**config.mk**
```make
export PLATFORM = sky130hd
export DESIGN_NAME = io_input_responder
export DESIGN_NICKNAME = d
export VERILOG_FILES = /design/src/rtl/io_input_responder.sv
export SDC_FILE = /design/constraint.sdc
export NUM_CORES = 1
export LEC_CHECK = 0
export ABC_AREA = 1
export BUFFER_PORTS_ARGS = -buffer_cell sky130_fd_sc_hd__buf_4
export CORE_MARGIN = 5
export CORE_UTILIZATION = 46
export CTS_CLUSTER_SIZE = 24
export DETAILED_ROUTE_END_ITERATION = 16
export GPL_TIMING_DRIVEN = 0
export PLACE_DENSITY_LB_ADDON = 0.12
export SETUP_SLACK_MARGIN = 0.3
export SLEW_MARGIN = 20
export SYNTH_ARGS = -nofsm -noshare
export SYNTH_HDL_FRONTEND = slang
export SYNTH_SLANG_ARGS = --single-unit
```
**constraint.sdc**
```tcl
create_clock -name clk -period 0.95 [get_ports clk]
set_input_delay 0.19 -clock clk [delete_from_list [all_inputs] [get_ports clk]]
set_output_delay 0.19 -clock clk [all_outputs]
set_load 0.05 [all_outputs]
```
**src/rtl/io_input_responder.sv**
```systemverilog
// io_input_responder
//
// Services one user-input request from the CPU control unit. The raw push-button,
// data switches and halt switch are synchronized into the clock domain. The button
// is debounced. A small handshake FSM waits for a fresh debounced press, captures
// the switches on that press, waits for the release, and then pulses io_ack.
//
// Ports
//   clk          system clock; all state changes on its rising edge
//   reset        asynchronous active-low reset
//   io_req       request level from the CPU, held high until io_ack is seen
//   button_in    raw push-button, active-low (0 = pressed)
//   data_keys    raw 7-bit two's complement switch value
//   halt_key_in  raw halt switch, active-high
//   io_busy      high while a request is being serviced
//   io_ack       one-cycle pulse: io_data/io_halt valid for this request
//   io_data      captured data_keys, sign-extended to 16 bits
//   io_halt      halt switch value captured with io_data
//   btn_db       debounced button level, active-high (1 = pressed)
module io_input_responder #(
    parameter int unsigned DB_CYCLES = 16
) (
    input  logic        clk,
    input  logic        reset,
    input  logic        io_req,
    input  logic        button_in,
    input  logic [6:0]  data_keys,
    input  logic        halt_key_in,
    output logic        io_busy,
    output logic        io_ack,
    output logic [15:0] io_data,
    output logic        io_halt,
    output logic        btn_db
);

    localparam int unsigned CNT_W = $clog2(DB_CYCLES);
    localparam logic [CNT_W-1:0] CNT_LAST = CNT_W'(DB_CYCLES - 1);

    typedef enum logic [2:0] {
        IDLE         = 3'd0,
        ARM          = 3'd1,
        WAIT_PRESS   = 3'd2,
        WAIT_RELEASE = 3'd3,
        ACK          = 3'd4,
        DONE         = 3'd5
    } state_t;

    function automatic logic signed [15:0] sext_keys(input logic signed [6:0] k);
        return {{9{k[6]}}, k};
    endfunction

    logic              btn_p0, btn_p1;
    logic signed [6:0] keys_p0, keys_p1;
    logic              halt_p0, halt_p1;
    logic              btn_pressed;
    logic [CNT_W-1:0]  db_cnt;
    logic              btn_db_q;
    state_t            state_q, state_d;
    logic              capture;
    logic signed [15:0] io_data_q;
    logic              io_halt_q;

    // Stage p0/p1: two-flop synchronizers. The button resets to its released level (1).
    always_ff @(posedge clk or negedge reset) begin
        if (!reset) begin
            btn_p0  <= 1'b1;
            btn_p1  <= 1'b1;
            keys_p0 <= '0;
            keys_p1 <= '0;
            halt_p0 <= 1'b0;
            halt_p1 <= 1'b0;
        end else begin
            btn_p0  <= button_in;
            btn_p1  <= btn_p0;
            keys_p0 <= data_keys;
            keys_p1 <= keys_p0;
            halt_p0 <= halt_key_in;
            halt_p1 <= halt_p0;
        end
    end

    assign btn_pressed = ~btn_p1;

    // Debounce: count consecutive cycles the synchronized level disagrees with btn_db.
    // Any agreement clears the count, so a bounce restarts the stability window.
    always_ff @(posedge clk or negedge reset) begin
        if (!reset) begin
            db_cnt   <= '0;
            btn_db_q <= 1'b0;
        end else if (btn_pressed != btn_db_q) begin
            if (db_cnt == CNT_LAST) begin
                btn_db_q <= ~btn_db_q;
                db_cnt   <= '0;
            end else begin
                db_cnt <= db_cnt + CNT_W'(1);
            end
        end else begin
            db_cnt <= '0;
        end
    end

    assign btn_db = btn_db_q;

    // Handshake FSM state register.
    always_ff @(posedge clk or negedge reset) begin
        if (!reset) begin
            state_q <= IDLE;
        end else begin
            state_q <= state_d;
        end
    end

    always_comb begin
        state_d = state_q;
        capture = 1'b0;
        io_busy = 1'b0;
        io_ack  = 1'b0;
        case (state_q)
            IDLE: begin
                if (io_req) state_d = ARM;
            end
            ARM: begin
                io_busy = 1'b1;
                // A press already held when the request arrived must be released first.
                if (!io_req)        state_d = IDLE;
                else if (!btn_db_q) state_d = WAIT_PRESS;
            end
            WAIT_PRESS: begin
                io_busy = 1'b1;
                // Capture happens on a press even if the request is being dropped now.
                capture = btn_db_q;
                if (!io_req)       state_d = IDLE;
                else if (btn_db_q) state_d = WAIT_RELEASE;
            end
            WAIT_RELEASE: begin
                io_busy = 1'b1;
                if (!io_req)        state_d = IDLE;
                else if (!btn_db_q) state_d = ACK;
            end
            ACK: begin
                io_busy = 1'b1;
                io_ack  = 1'b1;
                state_d = DONE;
            end
            DONE: begin
                if (!io_req) state_d = IDLE;
            end
            default: begin
                state_d = IDLE;
            end
        endcase
    end

    // Capture register: only the press cycle or reset changes it.
    always_ff @(posedge clk or negedge reset) begin
        if (!reset) begin
            io_data_q <= '0;
            io_halt_q <= 1'b0;
        end else if (capture) begin
            io_data_q <= sext_keys(keys_p1);
            io_halt_q <= halt_p1;
        end
    end

    assign io_data = io_data_q;
    assign io_halt = io_halt_q;

endmodule

```
==> reports/summary.txt, run 1 <==
Setup ws final: -545.7 ps
Routed len/inst: 13.96 um
Syn avg cell area: 10.69 um2
First-iteration detailed-routing DRC count: 36
Fin. max-slew vios: 0
Final HPWL DP: 1.693 mm
Synth area leader: dfrtp_1
Die area: 4138 um2
Synth top area cells: dfrtp_1, nand2_1, buf_4, o21ai_2, inv_1
Arrival @ worst endpoint: 1310 ps
Die Wd: 64.33 um
I/O pin count: 32
Power Dens Cells: 1961 nW/um2
Gr busiest metal: met2
Layout Skew: 9.190 ps
Post-synthesis adder-cell area fraction: 0.009217
Clk buf depth: 2
WS Path Type: reg -> out
Chip height: 64.33 um
Fin crit period: 1496 ps
CTS buffer count: 5
Crit path capture type: output pin
DR vias: 1,116
Port Buf Inserts: 31
Syn Inst Count: 127
Fin nets: 213
Max Fclk: 0.6686 GHz
Mux share of post-synthesis cell area: 0
Synth Area in Simple Gates: 0.1760
Final Util: 0.8691
Final Hold Vio Count: 32
Compound-Gate Fraction of Synth Area: 0.06267
Post-synthesis net count: 140
Finished Layout Cells: 232
Routed Antenna Nets: 0
Startpoint types: register
Vias/cell: 4.810
Routability cong.: 0.7454
Global-route track usage on met1: 0.1550
Most numerous cell in the Yosys netlist: dfrtp_1
Antenna cells: 0
Ys Warns: 0
M3 GR Usage: 0.05079
Maximum vdd drop: 2.788 mV
Largest net degree at the start of global routing: 35
Worst Hold Margin: -219.3 ps
Layout cells sized above 1: 0.6219
Synth top cells by count: dfrtp_1, nand2_1, inv_1, buf_4
DRT Pass-1 Iters: 4
Sum Neg Setup Slack: -12,150 ps
RSZ-0062 raised after global routing: true
Hold Crit Class: in -> async
Period utilization: 1.574
First-pass GRT wire length: 4.878 mm
Site row count: 19
GRT Util Overall: 0.1552
Worst Path Max Fanout: 5
Root Buffer: clkbuf_4
Clock transition at path regs: 100 ps
Core footprint: 2781 um2
CTS tree: done
Outcome: finished, violations left
Main combinational cell family by area after synthesis: simple AND/OR/NAND/NOR gates
Violations in the final reports: negative hold slack, negative setup slack
Initial Utilization: 0.4881
# hold bufs at CTS: 9
Syn Std Cell Area: 1358 um2
Initial antenna violation count: 0
Synth async-reset ratio: 1.000
Max-cap viol count: 0
FF+latch count, synth: 34
Area delta synth->final: 78.06%
DP Cell Count: 189
Final Power: 0.004740 W
Worst Tran Pin Value: 409.9 ps
Drt total wl: 3.239 mm
Vias in the first global route: 1,130
Crit path required time: 760 ps
Post-synth EDFFs: 0
Relative slew slack: 0.7267
H-tree depth: 2
XOR/XNOR Fraction of Synth Area: 0.01290
Synth Flop Type: dfrtp_1
Synth unique cells: 20
Global-route congestion overflow total: 0
M2 GR Usage: 0.2836
Clk_lat worst skew: 330 ps
Share of the synthesized area in the top cell type: 0.5899
Dpl ws: -233.1 ps
Leak: 1.188 nW
DR DRC count: 0
Final setup vio count: 36
Seq/Total Area, Yosys: 0.6286
CTS sink count: 34
## final timing paths
kind                                  from         end  slack [ps]  depth (start not counted)
worst min-delay path                 reset  keys_p0[4]        -220                          1
min in group clk                    io_req  state_q[2]         190                          3
worst max-delay path            state_q[1]     io_busy        -550                          7
worst min register to register      btn_p0      btn_p1         360                          0
max in group asynchronous            reset      btn_p0         840                          1
worst max register to register  state_q[1]  state_q[1]        -490                         12
## metal layers
metal	vias to the layer above	wire, um
li1	527	-
met1	544	1158
met2	37	1821
met3	8	181
met4	0	77
met5	-	0
## repair_timing
action,in CTS,in global routing
hold endpoints to repair,41,32
gates cloned,1,0
endpoints found under the setup margin,36,36
setup buffers,17,8
gates resized for setup,42,24
pin swaps,5,5
## logic make-up after synthesis
kind of cell | Yosys count
AOI/OAI and AO/OA | 11
xor gates and xnor gates | 2
adders and majority gates | 1
buffers and inverters | 28
DFF | 34
and+or+nand+nor | 51
## sequential cells by signal (all words and copies together), names as in the netlist
signal   cells
btn_p0       1
io_halt      1
btn_db       1
btn_p1       1
halt_p1      1
keys_p1      7
halt_p0      1
state_q      3
db_cnt       4
io_data      7
keys_p0      7
## metrics by stage
step | hold WS (ps) | cell area (um2)
after floorplan | -105.6 | 1471
after global placement | 144.0 | 1743
after detailed placement | 153.0 | 1743
after CTS | -213.2 | 2275
after global routing | -217.6 | 2417
final | -219.3 | 2417
## placed cells by master (no fill, tap or decap), types with 2 or more instances in the layout
| master | synthesis | routed |
|---|---|---|
| a21oi_1 | 2 | 2 |
| buf_4 | 10 | 24 |
| buf_6 | 1 | 32 |
| buf_8 | 0 | 10 |
| bufinv_16 | 0 | 2 |
| clkbuf_4 | 0 | 5 |
| dfrtp_1 | 32 | 22 |
| dfrtp_2 | 0 | 8 |
| dfrtp_4 | 0 | 2 |
| dfstp_2 | 2 | 2 |
| dlygate4sd3_1 | 0 | 9 |
| inv_1 | 15 | 12 |
| inv_6 | 0 | 2 |
| nand2_1 | 28 | 20 |
| nand2_2 | 2 | 6 |
| nand2_4 | 0 | 4 |
| nand3_1 | 8 | 3 |
| nand3_2 | 1 | 4 |
| nand3_4 | 0 | 2 |
| nor2_1 | 8 | 5 |
| nor2_2 | 0 | 2 |
| o21ai_2 | 8 | 8 |
## critical path: stages (launching register included)
cell     delay [ps]
dfrtp_1         400
buf_6           140
inv_6            60
nand2_4          50
inv_4            60
nand2_4          50
nand3_4          60
buf_8           140
## power breakdown
| group | total (W) | leakage [nW] | switching [W] | internal, W |
|---|---|---|---|---|
| Sequential | 0.00164 | 0.409 | 0.0000866 | 0.00155 |
| Clock | 0.00136 | 0.0585 | 0.000466 | 0.000891 |
| Combinational | 0.00175 | 0.721 | 0.000912 | 0.000835 |
| Total | 0.00474 | 1.19 | 0.00146 | 0.00328 |
## cell type report
cell class / instances / area [um2]
Timing Repair Buffer: 66 / 698.2
Fill cell: 132 / 364.1
Clock inverter: 2 / 60.06
Tap cell: 31 / 38.79
Inverter: 17 / 80.08
Multi-Input combinational cell: 65 / 490.5
Buffer: 11 / 127.6
Clock buffer: 6 / 51.30
Sequential cell: 34 / 870.8
Note: power is estimated with default switching activity, not from simulation.
==> inputs of run 2 (changes only) <==
Settings changed: CTS_BUF_LIST set to sky130_fd_sc_hd__clkbuf_4 sky130_fd_sc_hd__clkbuf_8 sky130_fd_sc_hd__clkbuf_16, PLACE_DENSITY set to 0.82, PLACE_DENSITY_LB_ADDON 0.12 to unset.
==> run 2 against run 1 <==
Global-route usage grew 2.7 points. Count of clock-buffer cells in the layout shrank 1. Sequential share of layout area shrank 0.84 points. Critical path depth is 3 lower. The run still ends with negative hold slack, negative setup slack left. Highest routed layer unchanged. Worst hold slack got worse by 29 ps.
==> reports/summary.txt, run 2 (synthesis gave the netlist of run 1 again) <==
Setup ws final: -549.8 ps (was -545.7 ps)
Violations in the final reports: negative hold slack, negative setup slack (unchanged)
Routability cong.: 0.7823 (was 0.7454)
Drt total wl: 4.105 mm (was 3.239 mm)
Final setup vio count: 35 (was 36)
Relative slew slack: 0.7298 (was 0.7267)
# fillers: 115 (was 132)
GRT Util Overall: 0.1827 (was 0.1552)
Vias in the first global route: 1,232 (was 1,130)
Die Wd: 64.33 um (unchanged)
Internal: 0.002870 W (was 0.003275 W)
Initial Utilization: 0.4881 (unchanged)
Arrival @ worst endpoint: 1310 ps (about the same)
Sum Neg Setup Slack: -11,990 ps (was -12,150 ps)
Combinational Power Share: 0.378 (was 0.369)
Core footprint: 2781 um2 (unchanged)
DR vias: 1,187 (was 1,116)
Routed len/inst: 17.39 um (was 13.96 um)
Antenna cells: 0 (unchanged)
Sw Pwr: 0.001558 W (was 0.001464 W)
Die area: 4138 um2 (unchanged)
Crit path capture type: output pin (unchanged)
Hold Crit Class: in -> async (unchanged)
Worst Tran Pin Value: 405.3 ps (was 409.9 ps)
Layout Skew: 22.14 ps (was 9.190 ps)
CTS tree: done (unchanged)
Area occupied by multi-input gates: 551.8 um2 (was 490.5 um2)
Root Buffer: clkbuf_4 (unchanged)
Site row count: 19 (unchanged)
Period utilization: 1.579 (was 1.574)
RSZ-0062 raised after global routing: true (unchanged)
Global-route congestion overflow total: 0 (unchanged)
First-pass GRT wire length: 5.782 mm (was 4.878 mm)
Sw Share: 0.3519 (was 0.3089)
Vias/cell: 5.030 (was 4.810)
H-tree depth: 2 (unchanged)
Largest net degree at the start of global routing: 35 (unchanged)
Clk buf depth: 2 (unchanged)
Area delta synth->final: 82.30% (was 78.06%)
Final HPWL DP: 1.815 mm (was 1.693 mm)
Layout cells sized above 1: 0.6585 (was 0.6219)
Commonest non-fill, non-tap cell in the layout: buf_4 (was buf_6)
Clock transition at path regs: 140 ps (was 100 ps)
Register area: 870.8 um2 (unchanged)
Final Power: 0.004428 W (was 0.004740 W)
Dpl ws: -233.8 ps (was -233.1 ps)
First-iteration detailed-routing DRC count: 53 (was 36)
DRT Pass-1 Iters: 4 (unchanged)
Fin. max-slew vios: 0 (unchanged)
Routed Antenna Nets: 0 (unchanged)
Worst Path Max Fanout: 6 (was 5)
DR DRC count: 0 (unchanged)
Fin nets: 217 (was 213)
Outcome: finished, violations left (unchanged)
Port Buf Inserts: 31 (unchanged)
Power Dens Cells: 1789 nW/um2 (was 1961 nW/um2)
Fin crit period: 1500 ps (was 1496 ps)
Clk pwr share: 0.248 (was 0.286)
# hold bufs at CTS: 9 (unchanged)
I/O pin count: 32 (unchanged)
WS Path Type: reg -> out (unchanged)
CTS buffer count: 5 (unchanged)
CTS sink count: 34 (unchanged)
Max-cap viol count: 0 (unchanged)
Clk_lat worst skew: 350 ps (was 330 ps)
Final Hold Vio Count: 32 (unchanged)
Most frequent cells in the layout: buf_4, buf_6, dfrtp_1 (was buf_6, buf_4, dfrtp_1)
Maximum vdd drop: 3.290 mV (was 2.788 mV)
Startpoint types: register (unchanged)
Crit path required time: 760 ps (about the same)
Leak: 1.185 nW (was 1.188 nW)
Worst Hold Margin: -248.7 ps (was -219.3 ps)
Chip height: 64.33 um (unchanged)
Max Fclk: 0.6667 GHz (was 0.6686 GHz)
Sequential power share: 0.374 (was 0.345)
Initial antenna violation count: 0 (unchanged)
run 2: cell type report:
cell class / count / area share
Tap cell: 31 / 0.01567
Clock inverter: 3 / 0.01820
Clock buffer: 5 / 0.01517
Timing Repair Buffer: 70 / 0.2952
Sequential cell: 34 / 0.3519
Buffer: 11 / 0.05157
Multi-Input combinational cell: 65 / 0.2230
Inverter: 17 / 0.02932
run 2: routing by layer:
metal	vias to the layer above	GRT usage	share of wire
met4	0	0.06361	0.028
met1	585	0.1923	0.35
met5	-	0	0
met3	10	0.04378	0.048
li1	541	-	-
met2	51	0.3470	0.58
run 2: critical path, stage by stage, from the launching register on:
cell	delay [ps]
dfrtp_2	490
nor2_4	160
nand2_4	90
nand3_4	80
buf_8	140
run 2: power by group through the flow:
stage	registers, W	logic, W	clock network [W]
after global placement	0.00166	0.000845	0
final	0.00166	0.00168	0.00110
after floorplan	0.00166	0.000668	0
after CTS	0.00164	0.00127	0.00108
after detailed placement	0.00167	0.000874	0
after global routing	0.00167	0.00175	0.00118
run 2: per-stage QoR:
stage,instances,area [um2],utilization
CTS,229,2272,0.8169
detailed placement,189,1743,0.6266
finish,236,2475,0.8898
global route,236,2475,0.8898
global placement,189,1743,0.6266
floorplan,127,1471,-
run 2: worst paths after layout:
| check | from | endpoint | slack, ps | cells after the start |
|---|---|---|---|---|
| setup / recovery | state_q[0] | io_busy | -550 | 4 |
| hold / removal | reset | io_data[2] | -250 | 1 |
| setup reg to reg | state_q[1] | state_q[1] | -520 | 10 |
| hold reg to reg | keys_p0[6] | keys_p1[6] | 350 | 0 |
| max in group asynchronous | reset | btn_p0 | 840 | 1 |
| min in group clk | io_req | state_q[2] | 170 | 3 |
run 2: what timing repair did:
action                                  CTS  global route
endpoints found under the setup margin   36            36
resized for setup                        44            35
pin swaps                                 5             7
hold endpoints to repair                 41            32
setup buffers                            22             7
cloned                                    1             0
